$ cat src/rtl/normalize_shift_counter.sv
// Post-add normalizer: shifts the mantissa sum left until the hidden bit is set,
// or right once on carry-out, adjusting the exponent to match.
module normalize_shift_counter #(
  parameter int MANT_W = 24,
  parameter int EXP_W  = 8,
  parameter int CNT_W  = 5
) (
  input  logic              Clk,
  input  logic              Reset,
  input  logic              Load,
  input  logic [MANT_W:0]   mant_in,
  input  logic [EXP_W-1:0]  exp_in,
  output logic              busy,
  output logic              done,
  output logic [MANT_W-1:0] mant_out,
  output logic [EXP_W-1:0]  exp_out,
  output logic [CNT_W-1:0]  shift_count,
  output logic              sticky_out,
  output logic              zero,
  output logic              overflow,
  output logic              underflow
);

  typedef enum logic [1:0] {
    S_IDLE,
    S_CARRY,
    S_SHIFT,
    S_DONE
  } state_t;

  state_t            state_q, state_d;
  logic [MANT_W:0]   mant_q, mant_d;
  logic [EXP_W-1:0]  exp_q, exp_d;
  logic [CNT_W-1:0]  cnt_q, cnt_d;
  logic              sticky_q, sticky_d;
  logic              zero_q, zero_d;
  logic              ovf_q, ovf_d;
  logic              unf_q, unf_d;
  logic              accept;
  logic [EXP_W-1:0]  exp_inc;

  assign accept  = Load && (state_q == S_IDLE || state_q == S_DONE);
  assign exp_inc = exp_q + EXP_W'(1);

  always_comb begin
    state_d  = state_q;
    mant_d   = mant_q;
    exp_d    = exp_q;
    cnt_d    = cnt_q;
    sticky_d = sticky_q;
    zero_d   = zero_q;
    ovf_d    = ovf_q;
    unf_d    = unf_q;
    if (accept) begin
      mant_d   = mant_in;
      exp_d    = exp_in;
      cnt_d    = '0;
      sticky_d = 1'b0;
      zero_d   = 1'b0;
      ovf_d    = 1'b0;
      unf_d    = 1'b0;
      if (mant_in == '0) begin
        state_d = S_DONE;
        zero_d  = 1'b1;
        exp_d   = '0;
      end else if (mant_in[MANT_W]) begin
        state_d = S_CARRY;
      end else begin
        state_d = S_SHIFT;
      end
    end else begin
      case (state_q)
        S_CARRY: begin
          mant_d   = {1'b0, mant_q[MANT_W:1]};
          sticky_d = mant_q[0];
          exp_d    = exp_inc;
          ovf_d    = &exp_inc;
          state_d  = S_DONE;
        end
        S_SHIFT: begin
          // hidden bit wins over the exponent floor check
          if (mant_q[MANT_W-1]) begin
            state_d = S_DONE;
          end else if (exp_q <= EXP_W'(1)) begin
            unf_d   = 1'b1;
            state_d = S_DONE;
          end else begin
            mant_d = {mant_q[MANT_W-1:0], 1'b0};
            exp_d  = exp_q - EXP_W'(1);
            cnt_d  = cnt_q + CNT_W'(1);
          end
        end
        default: ;
      endcase
    end
  end

  always_ff @(posedge Clk or negedge Reset) begin
    if (!Reset) begin
      state_q  <= S_IDLE;
      mant_q   <= '0;
      exp_q    <= '0;
      cnt_q    <= '0;
      sticky_q <= 1'b0;
      zero_q   <= 1'b0;
      ovf_q    <= 1'b0;
      unf_q    <= 1'b0;
    end else begin
      state_q  <= state_d;
      mant_q   <= mant_d;
      exp_q    <= exp_d;
      cnt_q    <= cnt_d;
      sticky_q <= sticky_d;
      zero_q   <= zero_d;
      ovf_q    <= ovf_d;
      unf_q    <= unf_d;
    end
  end

  assign busy        = (state_q == S_CARRY) || (state_q == S_SHIFT);
  assign done        = (state_q == S_DONE);
  assign mant_out    = mant_q[MANT_W-1:0];
  assign exp_out     = exp_q;
  assign shift_count = cnt_q;
  assign sticky_out  = sticky_q;
  assign zero        = zero_q;
  assign overflow    = ovf_q;
  assign underflow   = unf_q;

endmodule
$ cat config.mk
export PLATFORM = sky130hd
export DESIGN_NAME = normalize_shift_counter
export DESIGN_NICKNAME = d
export VERILOG_FILES = /design/src/rtl/normalize_shift_counter.sv
export SDC_FILE = /design/constraint.sdc
export NUM_CORES = 1
export LEC_CHECK = 0
export CELL_PAD_IN_SITES_DETAIL_PLACEMENT = 1
export CELL_PAD_IN_SITES_GLOBAL_PLACEMENT = 1
export CORE_MARGIN = 1.5
export CORE_UTILIZATION = 37
export CTS_CLUSTER_DIAMETER = 80
export DETAILED_ROUTE_END_ITERATION = 10
export PLACE_DENSITY = 0.82
export RECOVER_POWER = 50
export SYNTH_ARGS = -nofsm -noshare
export SYNTH_HDL_FRONTEND = slang
export SYNTH_SLANG_ARGS = --single-unit
$ cat constraint.sdc
create_clock -name Clk -period 2.81 [get_ports Clk]
set_clock_uncertainty 0.05 [all_clocks]
set_input_delay 0.562 -clock Clk [delete_from_list [all_inputs] [get_ports Clk]]
set_output_delay 0.562 -clock Clk [all_outputs]
set_load 0.1 [all_outputs]
* Yosys cells after proc, flatten, opt, wreduce, memory -nomap -nowiden
Cells that the tools add are included.
Storage, ports and cells: bits in registers 44, bits in latches 0, RAM bits 0, bits in read-only memories 0, input port bits 36, logic and storage cells 63, memories kept 0
Cells by class: $add $sub $neg 3, multiply operators 0, div/mod/pow operators 0, order comparisons 1, equality and inequality tests 8, shift operators 0, muxes and demuxes 28, bitwise logic cells 0, reduce and logical (&&, ||, !) cells 14
Operators with widths (count):
- 25-bit two-way mux | 3
- 25-bit one-hot mux with 2 select lines | 1
- 8-bit two-way mux | 4
- 25-bit zero test | 1
- 5-bit two-way mux | 4
- 8-bit one-hot mux with 2 select lines | 1
- 2-bit two-way mux | 5
- 1-bit two-way mux | 9
- 3-bit AND reduction | 3
- 8-bit by 1-bit adder with 8-bit output, second input constant | 1
- 8-bit by 1-bit less-or-equal comparator with 1-bit output, second input constant | 1
- 8-bit AND reduction | 1
- 8-bit by 1-bit subtractor with 8-bit output, second input constant | 1
- 3-bit inequality test, second input constant | 2
- 2-bit nonzero test | 3
- 5-bit by 1-bit adder with 5-bit output, second input constant | 1
- 2-bit == test, second input constant | 2
- 4-bit inequality test, second input constant | 1
- 2-bit one-hot mux with 2 select lines | 1
- 3-bit nonzero test | 1
- 2-bit by 1-bit == test with 1-bit output, second input constant | 1
- 2-bit zero test | 1
- 1-bit logical OR | 2
- 2-bit by 1-bit inequality test with 1-bit output, second input constant | 1
- other kinds (3) | 3

* Logic depth before layout (Yosys ltp)
word-level depth 5, gate-level depth with buffers 10, depth with buffers taken out 7

* Least setup slack after synthesis
No wires, ideal clock.
kind reg-to-reg, start register exp_q[0] (netlist: exp_out[0]), end register exp_q[5] (netlist: exp_out[5]), arrival time 2.726 ns, data required time 2.638 ns, path slack -0.089 ns, stages on the path, launching flop included 9, path buffers 1, period minus slack after synthesis 2.899 ns, cell sequence dfrtp_1 inv_1 ha_1 o21ba_4 a311o_2 nand3_2 buf_6 o21ai_1 a22o_1
On the way: cells in the longest elaborated chain, start to end 5
RTL lines:
- from (decl) | line 33 | logic [EXP_W-1:0] exp_q, exp_d;
- from (signal assigned) | line 111 | exp_q <= exp_d;
- 8-bit by 1-bit subtractor with 8-bit output | line 89 | exp_d = exp_q - EXP_W'(1);
- 8-bit two-way mux | line 84 | end else if (exp_q <= EXP_W'(1)) begin
- 8-bit two-way mux | line 82 | if (mant_q[MANT_W-1]) begin
- 8-bit one-hot mux with 2 select lines | line 72 | case (state_q)
- 8-bit two-way mux | line 54 | if (accept) begin
Several ways; a longest one is shown, not always the timed one. The select of a mux whose other input is x is not followed. A chain may end at the register's enable or synchronous reset.

* Final worst setup path
start register exp_q[1] (netlist: exp_out[1]), end register mant_q[15]
On the way: cells in the longest elaborated chain, start to end 3
RTL lines:
- 8-bit by 1-bit less-or-equal comparator with 1-bit output | line 84
- 3-bit inequality test (no line)
- 3-bit AND reduction (no line)
- to (signal assigned) | line 110 | mant_q <= mant_d;
- to (decl) | line 32 | logic [MANT_W:0] mant_q, mant_d;
Every way passes these cells.

==> key figures <==
Routing
  – DRT iter0 DRCs: 103
  – Pre-Repair DR Iteration Count: 4
  – Routed vias: 2714
  – Avg WL per Cell: 18.76 um
  – DR vias/cell: 5.678
  – Final ANT Viol Nets: 0
  – DRC viols: 0
  – Final WL: 8968 um

Yosys
  – Synth top area share: 36.27%
  – Async SR Flop Fraction: 100.0%
  – Cell with the most instances after synthesis: dfrtp_1
  – Main flop type after synthesis: dfrtp_1
  – Post-synth EDFFs: 0
  – Syn_area_per_cell: 9.427 um^2
  – Post-synthesis sequential area ratio: 36.27%
  – Top post-synthesis cells by area: dfrtp_1, buf_4, a221oi_2
  – Warnings, synthesis: 0
  – Synthesis-stage register bit count: 44
  – Library cells used by synthesis: 55
  – Leading area contributor after synthesis: dfrtp_1
  – Most frequent cells after synthesis: dfrtp_1, nor2_1, buf_4
  – Mapped Area: 3035 um^2
  – Gate Count Post-Synth: 322
  – Syn Nets: 366

Critical path
  – Critical R2R Capture: mant_q[15]$_DFFE_PN0P_
  – Worst-path maximum fanout: 22
  – Critical Path End Type: flip-flop
  – WP data arrival: 2.69 ns
  – R2r setup slk: 0.29 ns
  – Type of origin of the critical path: flip-flop
  – R2r startpoint: exp_out[1]$_DFFE_PN0P_
  – Critical path data required time: 2.98 ns
  – Setup Crit Path Kind: flip-flop to flip-flop
  – Path depth of the worst reg2reg path: 8

Placed design
  – Port-buffer cells: 78
  – Routability cong.: 0.8465
  – HPWL reported at the end of detailed placement: 6715 um

Layout
  – Ant. Diodes: 0
  – Share of cells above drive strength 1: 21.81%
  – Layout Nets: 419
  – Area Growth Syn to Fin: 19.62%
  – Final core utilization: 46.27%

Clock tree
  – Clk slew on worst S/H paths: 0.09 ns
  – Max Root-Sink Buffers: 2
  – # H-tree levels: 2
  – Setup bufs post-CTS: 0
  – CTS tree: built
  – Worst skew pair latency: 0.30 ns
  – Clk sinks: 44
  – Hold_buf cts: 0
  – Total CTS buffers: 5
  – Post_cts resized: 0
  – Clock root buffer: clkbuf_8

Die
  – Die Ht: 93.58 um
  – DIE AREA: 8756 um^2
  – Initial Utilization: 38.68%
  – Top Ports: 79
  – Core footprint: 7848 um^2
  – Die X: 93.58 um
  – Site Rows: 32

Outcome
  – Status: completed

Timing
  – Minimum clock period: 2.521 ns
  – Final Cycle Share: 89.72%
  – Worst slew pin tran: 1.204 ns
  – Final Setup Violations: 0
  – Unrepaired setup endpoints after global routing: false
  – Slew HR: 20.05%
  – Hold Fails Final Rpt: 0
  – Final slew viol count: 0
  – Fin Setup TNS: 0 ns
  – Max frequency: 0.3967 GHz

GRT
  – Largest net degree at the start of global routing: 45
  – First-pass GRT wire length: 14700 um
  – Vias in the first global route: 2805
  – Total gr overflow: 0
  – GRT Total Usage: 21.26%
  – Initial antenna violation count: 0

Min path
  – HP Class: flip-flop to flip-flop
  – WHS Endpoint: zero$_DFFE_PN0P_
  – Worst Hold Launch: zero$_DFFE_PN0P_
  – Hold Path Stages: 2

Run
  – Max-capacitance violation count: 0
## worst max-delay path: stages, from the launching register on
cell and delay [ns]:
dfrtp_1 0.58, inv_1 0.12, ha_1 0.27, o21ba_4 0.24
a311o_2 0.46, nor2_4 0.10, buf_4 0.31, a221oi_1 0.13
a21oi_1 0.18
## cells in the final DEF, fill, tap and decap left out, types with 4 or more instances in the layout
| master | Yosys | final |
|---|---|---|
| dfrtp_1 | 44 | 43 |
| clkdlybuf4s50_1 | 0 | 34 |
| buf_4 | 24 | 33 |
| nor2_1 | 27 | 27 |
| clkbuf_1 | 7 | 23 |
| and3_1 | 22 | 22 |
| nand2_1 | 19 | 19 |
| a21oi_1 | 19 | 19 |
| a221oi_1 | 11 | 11 |
| a21oi_2 | 11 | 11 |
| a221oi_2 | 10 | 10 |
| inv_1 | 9 | 9 |
| nor2_2 | 9 | 9 |
| o21ai_0 | 9 | 9 |
| ha_1 | 8 | 8 |
| nor3_1 | 6 | 6 |
| clkbuf_8 | 0 | 6 |
| xor2_1 | 5 | 5 |
| xnor2_1 | 5 | 5 |
| o21ai_1 | 5 | 5 |
| nor4_1 | 5 | 5 |
| nand3_1 | 5 | 5 |
| a22o_1 | 5 | 5 |
| nand4_1 | 4 | 4 |
## metal layers
metal	share of wire, %	track usage [%]	vias up	routed length [um]
met5	0	0	-	0
met4	1.6	5.348	0	140
met3	3.8	2.764	13	338
met2	50	35.93	67	4482
met1	45	28.67	1355	4006
li1	-	-	1279	-
## through the flow
| stage | worst slack (ns) | instances | cell area, um^2 | hold WS, ns |
|---|---|---|---|---|
| 5_1_grt | 0.1275 | 478 | 3631 | 0.4822 |
| 3_3_place_gp | 0.2783 | 470 | 3622 | 0.4310 |
| 4_1_cts | 0.2763 | 478 | 3712 | 0.3147 |
| 3_5_place_dp | 0.2690 | 470 | 3622 | 0.4396 |
| 6_report | 0.2890 | 478 | 3631 | 0.4659 |
| 2_1_floorplan | 0.002221 | 322 | 3037 | 0.2164 |
## registers in the layout, indices dropped and copies added, names as in the netlist
register	count
exp_out	8
mant_q	25
overflow	1
shift_count	5
state_q	2
sticky_out	1
underflow	1
zero	1
## worst max-delay path by stage
| stage | from | end | slack, ns | cells past startpoint |
|---|---|---|---|---|
| after floorplan | exp_out[1]$_DFFE_PN0P_ | exp_out[5]$_DFFE_PN0P_ | 0.002 | 8 |
| after global placement | mant_in[7] | exp_out[3]$_DFFE_PN0P_ | 0.28 | 6 |
| after detailed placement | mant_in[21] | exp_out[3]$_DFFE_PN0P_ | 0.27 | 6 |
| after CTS | exp_out[1]$_DFFE_PN0P_ | mant_q[15]$_DFFE_PN0P_ | 0.28 | 8 |
| after global routing | exp_out[1]$_DFFE_PN0P_ | mant_q[15]$_DFFE_PN0P_ | 0.13 | 8 |
| final | exp_out[1]$_DFFE_PN0P_ | mant_q[15]$_DFFE_PN0P_ | 0.29 | 8 |
## final cells by class
type	count	area, um^2
timing repair buffer	91	696.9
inverter	10	37.54
tap	102	127.6
fill	953	4217
sequential	44	1102
clock buffer	8	90.09
multi-input combinational	223	1577
## cells by family (layout without fill, tap and decap cells)
| family | after synthesis | count (layout) | synth area share [%] |
|---|---|---|---|
| and+or+nand+nor | 109 | 109 | 19.58 |
| AOI/OAI and AO/OA | 95 | 95 | 25.80 |
| buffers and inverters | 55 | 109 | 11.83 |
| DFF | 44 | 44 | 36.27 |
| xor gates and xnor gates | 10 | 10 | 2.885 |
| adders and majority gates | 8 | 8 | 3.298 |
| muxes | 1 | 1 | 0.3298 |
Power is left out: the tool's default activity adds up to more than one toggle a clock period on the data nets, which glitch-free logic cannot reach.
